File: src/rtl/mcu_pkg.sv
// Shared constants and types for the 14-bit MCU core.
// Address/data widths, the flush word and the next-PC select encoding.
package mcu_pkg;

    localparam int ADDR_W      = 11;
    localparam int DATA_W      = 14;
    localparam int STACK_DEPTH = 8;

    localparam logic [DATA_W-1:0] NOP_WORD = 14'h0000;

    // 2'b11 is deliberately not named: the fetch unit treats it as PC_INC.
    typedef enum logic [1:0] {
        PC_INC = 2'b00,
        PC_JMP = 2'b01,
        PC_RET = 2'b10
    } pc_sel_e;

endpackage

File: src/rtl/pc_fetch_unit_return_stack.sv
// Circular hardware call/return stack. A push when full overwrites the oldest
// entry; a pop when empty still wraps. Both raise a one-cycle err pulse.
module return_stack
    import mcu_pkg::*;
#(
    parameter int DEPTH = STACK_DEPTH,
    parameter int AW    = ADDR_W
) (
    input  logic          clk,
    input  logic          rst,
    input  logic          push,
    input  logic          pop,
    input  logic [AW-1:0] push_data,
    output logic [AW-1:0] top,
    output logic          err
);

    localparam int SP_W  = $clog2(DEPTH);
    localparam int CNT_W = SP_W + 1;

    localparam logic [SP_W-1:0]  SP_ONE  = SP_W'(1);
    localparam logic [CNT_W-1:0] CNT_ONE = CNT_W'(1);
    localparam logic [CNT_W-1:0] FULL    = CNT_W'(DEPTH);

    logic [AW-1:0]    mem [DEPTH];
    logic [SP_W-1:0]  sp;
    logic [SP_W-1:0]  sp_prev;
    logic [CNT_W-1:0] count;

    // sp is exactly log2(DEPTH) bits, so +1/-1 wrap the circular buffer for free.
    assign sp_prev = sp - SP_ONE;
    assign top     = mem[sp_prev];
    assign err     = (push && (count == FULL)) || (pop && (count == '0));

    // NOTE: sequential state uses non-blocking assignments only, so every
    // always_ff block sees the pre-edge values of the others.
    always_ff @(posedge clk) begin
        if (rst) begin
            sp    <= '0;
            count <= '0;
            // NOTE: the stack array is cleared on reset because a RETURN on an
            // empty stack is architecturally visible and must yield address 0.
            for (int i = 0; i < DEPTH; i++) begin
                mem[i] <= '0;
            end
        end else if (push) begin
            mem[sp] <= push_data;
            sp      <= sp + SP_ONE;
            if (count != FULL) begin
                count <= count + CNT_ONE;
            end
        end else if (pop) begin
            sp <= sp_prev;
            if (count != '0) begin
                count <= count - CNT_ONE;
            end
        end
    end

endmodule

File: src/rtl/pc_fetch_unit.sv
// Instruction-fetch stage: program counter, instruction register, next-PC
// selection with branch/skip flush, and the call/return stack.
module pc_fetch_unit #(
    parameter int                           ADDR_W      = mcu_pkg::ADDR_W,
    parameter int                           DATA_W      = mcu_pkg::DATA_W,
    parameter int                           STACK_DEPTH = mcu_pkg::STACK_DEPTH,
    parameter logic [mcu_pkg::DATA_W-1:0]   NOP_WORD    = mcu_pkg::NOP_WORD
) (
    input  logic              clk,
    input  logic              rst,
    input  logic [DATA_W-1:0] rom_data_in,
    output logic [ADDR_W-1:0] rom_addr_out,
    input  logic              stall,
    input  logic [1:0]        pc_sel,
    input  logic [ADDR_W-1:0] jump_target,
    input  logic              push,
    input  logic              skip,
    output logic [DATA_W-1:0] ir_out,
    output logic              ir_valid,
    output logic              stack_err
);

    import mcu_pkg::*;

    localparam logic [ADDR_W-1:0] PC_ONE = ADDR_W'(1);

    logic [ADDR_W-1:0] pc;
    logic [ADDR_W-1:0] next_pc;
    logic [ADDR_W-1:0] ret_addr;
    logic [DATA_W-1:0] ir;
    logic              ir_valid_q;
    logic              stack_err_q;
    logic              flush;
    logic              do_push;
    logic              do_pop;
    logic              stack_fault;

    // NOTE: every always_comb output gets a default first, so no path through
    // the case statement can leave a signal unassigned and infer a latch.
    always_comb begin
        next_pc = pc + PC_ONE;
        flush   = skip;
        do_push = 1'b0;
        do_pop  = 1'b0;
        case (pc_sel)
            PC_JMP: begin
                next_pc = jump_target;
                flush   = 1'b1;
                do_push = push && !stall;
            end
            PC_RET: begin
                next_pc = ret_addr;
                flush   = 1'b1;
                do_pop  = !stall;
            end
            default: ;
        endcase
    end

    // pc has already advanced past the CALL, so it is the return address.
    return_stack #(
        .DEPTH (STACK_DEPTH),
        .AW    (ADDR_W)
    ) u_return_stack (
        .clk       (clk),
        .rst       (rst),
        .push      (do_push),
        .pop       (do_pop),
        .push_data (pc),
        .top       (ret_addr),
        .err       (stack_fault)
    );

    always_ff @(posedge clk) begin
        if (rst) begin
            pc          <= '0;
            ir          <= NOP_WORD;
            ir_valid_q  <= 1'b0;
            stack_err_q <= 1'b0;
        end else if (!stall) begin
            pc         <= next_pc;
            ir         <= flush ? NOP_WORD : rom_data_in;
            ir_valid_q <= !flush;
            if (stack_fault) begin
                stack_err_q <= 1'b1;
            end
        end
    end

    assign rom_addr_out = pc;
    assign ir_out       = ir;
    assign ir_valid     = ir_valid_q;
    assign stack_err    = stack_err_q;

endmodule

File: config.mk
export PLATFORM = sky130hd
export DESIGN_NAME = pc_fetch_unit
export DESIGN_NICKNAME = d
export VERILOG_FILES = /design/src/rtl/mcu_pkg.sv /design/src/rtl/pc_fetch_unit_return_stack.sv /design/src/rtl/pc_fetch_unit.sv
export SDC_FILE = /design/constraint.sdc
export NUM_CORES = 1
export LEC_CHECK = 0
export CAP_MARGIN = 5
export CORE_MARGIN = 3
export CORE_UTILIZATION = 29
export DETAILED_ROUTE_END_ITERATION = 7
export PLACE_DENSITY_LB_ADDON = 0.2
export SLEW_MARGIN = 20
export SYNTH_ARGS = -nofsm -noshare
export SYNTH_HDL_FRONTEND = slang
export SYNTH_HIERARCHICAL = 1
export SYNTH_SLANG_ARGS = --single-unit
File: constraint.sdc
create_clock -name clk -period 2.5 [get_ports clk]
set_clock_uncertainty 0.05 [all_clocks]
set_input_delay 0.5 -clock clk [delete_from_list [all_inputs] [get_ports clk]]
set_output_delay 0.5 -clock clk [all_outputs]
set_load 0.1 [all_outputs]
==> results_dict.tcl <==
set metrics [dict create \
    insertion_delay_ps 420 \
    clock_path_buffers 2 \
    crit_path_start_kind "flop" \
    p_per_area_nw_per_um2 730 \
    drive_above_1_share_pct 30.3 \
    core_um2 19700 \
    ant_nets 0 \
    antenna_found_initial 0 \
    ios 59 \
    cts_setup_buffers 0 \
    crit_cells 9 \
    clkTransAtPathRegs_ps 60 \
    worstSetupEndpointType "flop" \
    fin_nets 591 \
    cts_hold_buf 0 \
    worst-path-buf-inv 2 \
    cts_resized 0 \
    grt_busiest_layer "met2" \
    clock_sinks 122 \
    hold_viol 0 \
    syn_inst 462 \
    cp.arrival_ps 2630 \
    cts_buffers 17 \
    leakagePower_uw 0.00292 \
    max_slew.worst_pin.slew_ps 427 \
    slew_violations 0 \
    grt_pass1_wl_um 24200 \
    crit_start "u_return_stack/sp[0]" \
    grt_max_degree 40 \
    dp_cells 796 \
    worst-path-max-fanout 10 \
    drt_wl_total_um 15900 \
    relSlewSlack_pct 71.5 \
    grt_overflow 0 \
    finalSetupViolCount 0 \
    num_antenna_cells 0 \
    synthAdderAreaFrac_pct 1.82 \
    place_area_um2 6970 \
    yosysUniqueCellTypes 52 \
    synth.avg_cell_area_um2 12.8 \
    final_common_cell "edfxtp_1" \
    final_cells 829 \
    async_reset_ff_share_pct 0 \
    via_per_inst 4.79 \
    gr-usage-met3_pct 4.13 \
    avgRoutedWirePerCell_um 19.2 \
    post-place-ws_ps -201 \
    h-tree-depth 4 \
    first_iter_violations 313 \
    period_needed_ps 2400 \
    start_util_pct 30.0 \
    drcViolationCount 0 \
    required_ps 2730 \
    synth_seq_cells 122 \
    finalCritPeriodShare_pct 96.0 \
    outcome "completed" \
    die_w_um 149 \
    yosys.area_share.simple_pct 18.0 \
    gp_congestion 0.804 \
    synth_top_family_by_area "simple AND/OR/NAND/NOR gates" \
    crit_slowest_cell "dfxtp_1" \
    grt_pass1_vias 4039 \
    critPathCapture "rom_addr_out[5]" \
    synth_edf_count 88 \
    dpl.hpwl_um 11400 \
    yosys-mux-area-fraction_pct 12.1 \
    crit_chain "inv_2, ha_4, buf_12, mux4_2, mux2_2, a22oi_1, nor2_1, a211oi_2, nor3_1" \
    worstReg2RegStart "u_return_stack/sp[0]" \
    worstSetupPathType "reg2reg" \
    yosysSeqAreaShare_pct 56.2 \
    syn-num-nets 502 \
    r2r-end "rom_addr_out[5]" \
    die_area_um2 22100 \
    maxCapViolCount 0 \
    clockRootBuffer "clkbuf_16" \
    hp-class "in2reg" \
    fin_ws_ps 101 \
    reg2reg_slack_ps 100 \
    synth_compound_area_share_pct 7.75 \
    yosys_warnings 6 \
    area_growth_pct 28.9 \
    slowest_delay_ps 370 \
    irDropWorstVdd_mv 0.449 \
    rsz0062_at_grt "no" \
    cts_tree "done" \
    synth_area_um2 5910 \
    fmax_ghz 0.417 \
    use_met1_pct 18.8 \
    use_met2_pct 24.6 \
    via_count 3974 \
    final_util_pct 38.6 \
    fin_area_um2 7620 \
    dieHeight_um 149 \
    ys_dominant_reg_cell "edfxtp_1" \
    finalHoldWorstSlack_ps 312 \
    layout_common_cells "edfxtp_1 (88), buf_4 (63), and2_1 (55), nor2_1 (36), dfxtp_1 (34)" \
    synth_xor_area_share_pct 0.889 \
    dr.pass1.iters 5 \
    cpLargestDelayFamily "multiplexers" \
    reg2regPathDepth 9 \
    placementRows 51 \
    port_buffers 58 \
    nFillCells 1891 \
    grt.total_usage_pct 14.8 \
]
power by group:
group / internal, uW / total (uW) / switching [uW]
sequential: 2240 / 2290 / 53.1
combinational: 327 / 810 / 483
clock: 1570 / 2460 / 897
total: 4130 / 5570 / 1430
how the worst min path moves through the flow:
| stage | startpoint | endpoint | depth (start not counted) |
|---|---|---|---|
| 4_1_cts | rst | u_return_stack/sp[1] | 2 |
| 2_1_floorplan | u_return_stack/count[1] | u_return_stack/count[1] | 2 |
| 3_3_place_gp | stack_err | stack_err | 2 |
| 6_report | rst | u_return_stack/sp[1] | 2 |
| 3_5_place_dp | stack_err | stack_err | 2 |
| 5_1_grt | rst | u_return_stack/sp[2] | 2 |
layer usage:
layer | share of wire (%) | routed length [um] | vias to the layer above
li1 | - | - | 1888
met1 | 44 | 6980 | 1964
met2 | 50 | 7920 | 108
met5 | 0 | 0 | -
met3 | 5.0 | 792 | 14
met4 | 1.3 | 207 | 0
per-stage QoR:
| stage | total power, uW | setup TNS (ps) |
|---|---|---|
| final | 5570 | 0 |
| after CTS | 5600 | 0 |
| after detailed placement | 3130 | -12920 |
| after global routing | 5780 | 0 |
| after global placement | 3120 | -8790 |
| after floorplan | 2800 | 0 |
state kept, by name (all words and copies together) (netlist names):
register	flops
u_return_stack/mem	88
ir_out	14
rom_addr_out	11
u_return_stack/count	4
u_return_stack/sp	3
ir_valid	1
stack_err	1
cell usage after synthesis, drive strengths merged (2+ instances only):
library cell | instances | area, um2
nor3 | 8 | 50.1
nor2 | 39 | 154
a31oi | 4 | 25.0
nand2 | 16 | 60.1
a21oi | 18 | 90.1
xnor2 | 4 | 35.0
mux2 | 11 | 124
a211oi | 6 | 45.0
a22oi | 19 | 143
nand3 | 7 | 35.0
dfxtp | 34 | 681
or3 | 3 | 28.8
o22ai | 2 | 12.5
o21a | 2 | 15.0
nand4 | 2 | 18.8
nor2b | 5 | 31.3
clkbuf | 22 | 87.6
and2 | 88 | 592
buf | 9 | 66.3
o21ai | 7 | 35.0
o311a | 2 | 21.3
mux4 | 22 | 563
edfxtp | 88 | 2640
mux2i | 3 | 30.0
a221oi | 3 | 26.3
ha | 7 | 87.6
or2 | 9 | 58.8
xor2 | 2 | 17.5
inv | 9 | 33.8
logic make-up after synthesis:
kind of cell / Yosys count
and+or+nand+nor: 182
DFF: 122
AOI/OAI and AO/OA: 68
buffers and inverters: 40
muxes: 36
adders and majority gates: 8
xor gates and xnor gates: 6
area by class of cell:
cell class              count  area (um2)  area share, %
clock buffers              17         425           5.58
inverters                   9        33.8          0.443
clock inverters            15         174           2.28
repair buffers            101         918           12.1
multi-input cells         300        2410           31.7
well taps                 265         332           4.35
flip-flops and latches    122        3320           43.6
(Power assumes the default switching activity.)
